===== config.mk =====
export PLATFORM = sky130hd
export DESIGN_NAME = edge_event_capture
export DESIGN_NICKNAME = d
export VERILOG_FILES = /design/src/rtl/edge_event_capture.sv
export SDC_FILE = /design/constraint.sdc
export NUM_CORES = 1
export LEC_CHECK = 0
export BUFFER_PORTS_ARGS = -buffer_cell sky130_fd_sc_hd__buf_4
export CORE_MARGIN = 3
export CORE_UTILIZATION = 35
export DETAILED_ROUTE_END_ITERATION = 8
export SKIP_CTS_REPAIR_TIMING = 1
export SLEW_MARGIN = 10
export SYNTH_ARGS = -nofsm -noshare
export SYNTH_HDL_FRONTEND = slang
export SYNTH_SLANG_ARGS = --single-unit

===== constraint.sdc =====
create_clock -name clk -period 2.3 [get_ports clk]
set_input_delay 0.46 -clock clk [delete_from_list [all_inputs] [get_ports clk]]
set_output_delay 0.46 -clock clk [all_outputs]
set_load 0.005 [all_outputs]

===== src/rtl/edge_event_capture.sv =====
// ---------------------------------------------------------------------------
// edge_event_capture
//
// Debounces an already-synchronized input level and records every accepted
// level change as a timestamped event in a small FIFO.
//
// Parameters
//   FILT_LEN : consecutive disagreeing cycles needed to accept a change (1..255)
//   TS_W     : timestamp width
//   DEPTH    : event queue depth (power of two, 2..16)
//
// Ports
//   clk        in   rising-edge clock
//   rst        in   asynchronous active-low reset
//   sync_in    in   synchronized input level
//   clear      in   synchronous clear of queue, overflow flag and timestamp
//   level      out  filtered level
//   evt_valid  out  queue head holds an event
//   evt_ready  in   consumer accepts the head this cycle
//   evt_type   out  head event type (1 = rising, 0 = falling)
//   evt_ts     out  head event timestamp
//   overflow   out  sticky flag: an event was dropped because the queue was full
//   evt_count  out  (only with EDGE_EVENT_COUNT_EN) saturating count of
//                   records accepted into the queue
//
// Optional feature macro: EDGE_EVENT_COUNT_EN
// ---------------------------------------------------------------------------
module edge_event_capture #(
    parameter int FILT_LEN = 4,
    parameter int TS_W     = 16,
    parameter int DEPTH    = 4
) (
    input  logic            clk,
    input  logic            rst,
    input  logic            sync_in,
    input  logic            clear,
    output logic            level,
    output logic            evt_valid,
    input  logic            evt_ready,
    output logic            evt_type,
    output logic [TS_W-1:0] evt_ts,
`ifdef EDGE_EVENT_COUNT_EN
    output logic [15:0]     evt_count,
`endif
    output logic            overflow
);

    localparam int AW = (DEPTH > 1) ? $clog2(DEPTH) : 1;
    localparam int CW = AW + 1;
    localparam logic [7:0]      FILT_LAST = 8'(FILT_LEN - 1);
    localparam logic [TS_W-1:0] TS_ONE    = TS_W'(1);
    localparam logic [CW-1:0]   DEPTH_C   = CW'(DEPTH);

    logic [TS_W-1:0] ts_q, ts_d;
    logic [7:0]      filt_cnt_q, filt_cnt_d;
    logic            level_q, level_d;
    logic [AW-1:0]   wr_ptr_q, wr_ptr_d;
    logic [AW-1:0]   rd_ptr_q, rd_ptr_d;
    logic [CW-1:0]   count_q, count_d;
    logic            overflow_q, overflow_d;

    logic            mem_type_q [DEPTH];
    logic            mem_type_d [DEPTH];
    logic [TS_W-1:0] mem_ts_q   [DEPTH];
    logic [TS_W-1:0] mem_ts_d   [DEPTH];

    logic toggle;
    logic pop;
    logic accept;
    logic wr_en;
    logic full;

    // Filter, timestamp and queue bookkeeping.
    always_comb begin
        level_d    = level_q;
        filt_cnt_d = 8'd0;
        toggle     = 1'b0;
        // The counter tracks consecutive disagreeing cycles; the cycle that
        // would bring it to FILT_LEN flips the level instead.
        if (sync_in != level_q) begin
            if (filt_cnt_q == FILT_LAST) begin
                toggle  = 1'b1;
                level_d = ~level_q;
            end else begin
                filt_cnt_d = filt_cnt_q + 8'd1;
            end
        end

        full   = (count_q == DEPTH_C);
        pop    = (count_q != '0) && evt_ready;
        // A full queue can still take a record if the head leaves this cycle.
        accept = toggle && (!full || pop);

        ts_d       = ts_q + TS_ONE;
        wr_ptr_d   = wr_ptr_q;
        rd_ptr_d   = rd_ptr_q;
        count_d    = count_q;
        overflow_d = overflow_q;
        wr_en      = 1'b0;

        if (clear) begin
            // Clear wins over any same-cycle push or pop.
            ts_d       = '0;
            wr_ptr_d   = '0;
            rd_ptr_d   = '0;
            count_d    = '0;
            overflow_d = 1'b0;
        end else begin
            if (pop) begin
                rd_ptr_d = rd_ptr_q + AW'(1);
            end
            if (accept) begin
                wr_en    = 1'b1;
                wr_ptr_d = wr_ptr_q + AW'(1);
            end
            if (toggle && !accept) begin
                overflow_d = 1'b1;
            end
            case ({accept, pop})
                2'b10:   count_d = count_q + CW'(1);
                2'b01:   count_d = count_q - CW'(1);
                default: count_d = count_q;
            endcase
        end
    end

    always_ff @(posedge clk or negedge rst) begin
        if (!rst) begin
            ts_q       <= '0;
            filt_cnt_q <= '0;
            level_q    <= 1'b0;
            wr_ptr_q   <= '0;
            rd_ptr_q   <= '0;
            count_q    <= '0;
            overflow_q <= 1'b0;
        end else begin
            ts_q       <= ts_d;
            filt_cnt_q <= filt_cnt_d;
            level_q    <= level_d;
            wr_ptr_q   <= wr_ptr_d;
            rd_ptr_q   <= rd_ptr_d;
            count_q    <= count_d;
            overflow_q <= overflow_d;
        end
    end

    // Storage needs no reset: head outputs are gated by evt_valid, so stale
    // contents are never visible after reset or clear.
    generate
        for (genvar gi = 0; gi < DEPTH; gi++) begin : g_entry
            always_comb begin
                mem_type_d[gi] = mem_type_q[gi];
                mem_ts_d[gi]   = mem_ts_q[gi];
                if (wr_en && (wr_ptr_q == AW'(gi))) begin
                    mem_type_d[gi] = level_d;
                    mem_ts_d[gi]   = ts_q;
                end
            end

            always_ff @(posedge clk) begin
                mem_type_q[gi] <= mem_type_d[gi];
                mem_ts_q[gi]   <= mem_ts_d[gi];
            end
        end
    endgenerate

`ifdef EDGE_EVENT_COUNT_EN
    logic [15:0] evt_count_q, evt_count_d;

    always_comb begin
        evt_count_d = evt_count_q;
        if (clear) begin
            evt_count_d = 16'd0;
        end else if (accept && (evt_count_q != 16'hFFFF)) begin
            evt_count_d = evt_count_q + 16'd1;
        end
    end

    always_ff @(posedge clk or negedge rst) begin
        if (!rst) begin
            evt_count_q <= 16'd0;
        end else begin
            evt_count_q <= evt_count_d;
        end
    end

    assign evt_count = evt_count_q;
`endif

    assign level     = level_q;
    assign evt_valid = (count_q != '0);
    assign evt_type  = evt_valid & mem_type_q[rd_ptr_q];
    assign evt_ts    = evt_valid ? mem_ts_q[rd_ptr_q] : '0;
    assign overflow  = overflow_q;

endmodule


==> flow_metrics.tcl <==
set metrics [dict create \
    grt_util_met2 0.207 \
    clock_insertion_delay_worst_skew_ns 0.34 \
    post_synth_main_area_contributors "sky130_fd_sc_hd__edfxtp_1 (47%), sky130_fd_sc_hd__dfrtp_1 (19%), sky130_fd_sc_hd__mux4_2 (8.9%)" \
    layout.filler_cells 1056 \
    setup.worst_path.end_class "primary output" \
    number_of_synthesized_flops_with_an_enable_pin 68 \
    fraction_of_layout_cells_with_a_size_suffix_above_1 0.258 \
    met3_usage 0.0267 \
    cts_max_level 3 \
    yosysWarnings 0 \
    setup.worst_path.class "reg -> out" \
    synth_commonest_cells "sky130_fd_sc_hd__edfxtp_1 (68), sky130_fd_sc_hd__dfrtp_1 (33), sky130_fd_sc_hd__nor2_1 (27)" \
    routedWlPerCell_um 16.0 \
    rsz0062_at_grt "yes" \
    post_synth_inst_count 281 \
    synth.top_cell.area_share 0.475 \
    grt_first_pass_wirelength_mm 12.4 \
    power.clock.fraction 0.301 \
    reg2regPathDepth 9 \
    maximum_fanout_along_the_worst_path 8 \
    synth_top_family_by_area "simple AND/OR/NAND/NOR gates" \
    syn-mean-instance-area_um2 15.3 \
    power_density_nw_per_um2 929 \
    design.portCount 25 \
    grt_antenna_before_repair 0 \
    layout_setup_ws_ns 0.0675 \
    num_antenna_cells 0 \
    final-setup-viol-count 0 \
    status "finished, final reports clean" \
    aggregate_global_routing_overflow 0 \
    area_growth_pct 18.1 \
    drt_pass1_iterations 4 \
    r2r-start "filt_cnt_q[0]$_DFF_PN0_" \
    dieArea_um2 13700 \
    synth.lib_cells_used.distinct 40 \
    drc_errors 0 \
    route.detailed.vias_per_inst 5.00 \
    compound_cell_area_share_of_the_yosys_netlist 0.0209 \
    power.total_w 0.00472 \
    nNetsFinal 333 \
    tritoncts "done" \
    period_minus_slack_ns 2.23 \
    die_height_um 117 \
    met1_usage 0.148 \
    port-buffer-count 24 \
    power.static_leakage_nw 1.87 \
    timing.final.max_slew_violations 0 \
    critical_path.startpoint_type "flip-flop" \
    postSynthRegisterBits 101 \
    proportion_of_total_power_due_to_net_switching 0.274 \
    slew_margin_rel 0.601 \
    crit_arrival_ns 1.77 \
    effective_utilization_at_floorplan 0.367 \
    clkSlewWorstSetupHoldPaths_ns 0.07 \
    dp_slack_ns 0.0643 \
    power.switching_w 0.00129 \
    gp_congestion 0.798 \
    busiest_layer "met2" \
    worstMarginPinSlew_ns 0.597 \
    clock_tree.buffer_depth 2 \
    combPwrFrac 0.250 \
    synth_fa_ha_area_frac 0.0221 \
    irDropWorstVdd_uv 728 \
    post_route_wl_mm 7.50 \
    synth_top_area_cell "sky130_fd_sc_hd__edfxtp_1" \
    final_antenna_net_count 0 \
    achievable-frequency_mhz 448 \
    timing.reg2reg.setup_slack_ns 0.11 \
    first_global_vias 2417 \
    async_flop_share 0.327 \
    total_via_count_after_detailed_routing 2343 \
    finClkSkew_ns 0.00945 \
    cts_num_sinks 101 \
    r2r-end "count_q[2]$_DFFE_PN0P_" \
    seq_power_share 0.450 \
    post_synthesis_simple_gate_area_fraction 0.128 \
    finalCritPeriodShare 0.971 \
    yosysMostFrequentCell "sky130_fd_sc_hd__edfxtp_1" \
    drv.max_cap_violation_count 0 \
    grtUsageTotal 0.120 \
    pin_count_of_the_biggest_net_entering_global_routing 34 \
    net_count_of_the_mapped_netlist 293 \
    die_width_um 117 \
    report.final.hold_viol_count 0 \
    most_used_dff_post_synth "sky130_fd_sc_hd__edfxtp_1" \
    synth_seq_area_share 0.667 \
    number_of_core_rows 39 \
    tritoncts.num_buffers 9 \
    synth-xor-area-share 0.0404 \
    hpwlAfterDp_mm 4.68 \
    worst_hold_path_type "in -> async" \
    timing.critical_path.required_ns 1.84 \
    post_synth_instance_area_um2 4300 \
    yosys-mux-area-fraction 0.104 \
    cts-root-buf "sky130_fd_sc_hd__clkbuf_16" \
    power_report.internal_total_w 0.00342 \
    finalHoldWorstSlack_ns 0.0607 \
    fp.coreArea_um2 11700 \
    detailedRoute.firstIterationViolations 64 \
]
state kept, by name, summed over array words and instances (netlist names):
signal	flops
level	1
ts_q	16
mem_ts_q	64
mem_type_q	4
wr_ptr_q	2
count_q	3
overflow	1
rd_ptr_q	2
filt_cnt_q	8
layer usage:
layer | vias up | routed length, µm
met4 | 0 | 118
met2 | 30 | 3820
met1 | 1181 | 3330
met5 | - | 0
met3 | 11 | 235
li1 | 1121 | -
stage by stage:
stage	area [µm²]	util	TNS, ns	std cells
finish	5080	0.434	0	469
global route	5080	0.434	-0.0139	469
detailed placement	4740	0.405	0	450
CTS	5020	0.429	0	466
global placement	4740	0.405	0	450
floorplan	4300	-	0	281
worst max path at each step:
stage | from | depth (start not counted) | endpoint | slack [ns]
after CTS | rd_ptr_q[0]$_DFFE_PN0P_ | 4 | evt_ts[15] | 0.003
after detailed placement | filt_cnt_q[0]$_DFF_PN0_ | 9 | count_q[2]$_DFFE_PN0P_ | 0.06
after global routing | rd_ptr_q[0]$_DFFE_PN0P_ | 4 | evt_ts[15] | -0.004
final | rd_ptr_q[0]$_DFFE_PN0P_ | 4 | evt_type | 0.07
after floorplan | filt_cnt_q[0]$_DFF_PN0_ | 9 | count_q[2]$_DFFE_PN0P_ | 0.18
after global placement | filt_cnt_q[0]$_DFF_PN0_ | 9 | count_q[2]$_DFFE_PN0P_ | 0.10
cell type report:
class                      instances  area [µm²]  share of cell area
multi-input combinational        164        1380               0.272
sequential                       101        2870               0.565
timing repair buffer              38         340              0.0670
inverter                           7        26.3             0.00517
clock buffer                      10         229              0.0451
clock inverter                     6        53.8              0.0106
tap                              143         179              0.0352
layout by cell type, fill, tap and decap left out, types with 3 or more instances in the layout:
| cell type | n |
|---|---|
| sky130_fd_sc_hd__a21oi_1 | 6 |
| sky130_fd_sc_hd__and2_1 | 5 |
| sky130_fd_sc_hd__and3_1 | 5 |
| sky130_fd_sc_hd__buf_12 | 3 |
| sky130_fd_sc_hd__buf_4 | 34 |
| sky130_fd_sc_hd__clkbuf_16 | 10 |
| sky130_fd_sc_hd__dfrtp_1 | 32 |
| sky130_fd_sc_hd__edfxtp_1 | 68 |
| sky130_fd_sc_hd__ha_1 | 5 |
| sky130_fd_sc_hd__inv_1 | 7 |
| sky130_fd_sc_hd__mux2_1 | 3 |
| sky130_fd_sc_hd__mux4_2 | 17 |
| sky130_fd_sc_hd__nand2_1 | 7 |
| sky130_fd_sc_hd__nand3_1 | 15 |
| sky130_fd_sc_hd__nand4_1 | 4 |
| sky130_fd_sc_hd__nor2_1 | 27 |
| sky130_fd_sc_hd__nor2b_1 | 20 |
| sky130_fd_sc_hd__nor3_1 | 3 |
| sky130_fd_sc_hd__o21ai_0 | 4 |
| sky130_fd_sc_hd__xnor2_1 | 6 |
| sky130_fd_sc_hd__xor2_1 | 12 |
power by group through the flow:
stage / combinational, W / sequential [W] / clock [W]
6_report: 0.00118 / 0.00212 / 0.00142
5_1_grt: 0.00133 / 0.00214 / 0.00156
3_5_place_dp: 0.00114 / 0.00214 / 0
2_1_floorplan: 0.000670 / 0.00211 / 0
3_3_place_gp: 0.00113 / 0.00214 / 0
4_1_cts: 0.00114 / 0.00210 / 0.00148
worst max-delay path, stage by stage (launching register included):
cell and delay (ns):
sky130_fd_sc_hd__dfrtp_2 0.45, sky130_fd_sc_hd__clkbuf_16 0.21, sky130_fd_sc_hd__mux4_2 0.49, sky130_fd_sc_hd__nor2b_1 0.14
sky130_fd_sc_hd__buf_4 0.14
cell families after synthesis:
logic type / Yosys count
adders and majority gates: 7
muxes: 23
AOI/OAI and AO/OA: 15
xor gates and xnor gates: 19
buffers and inverters: 16
and+or+nand+nor: 100
DFF: 101
Power figures use the tool's default switching activity.
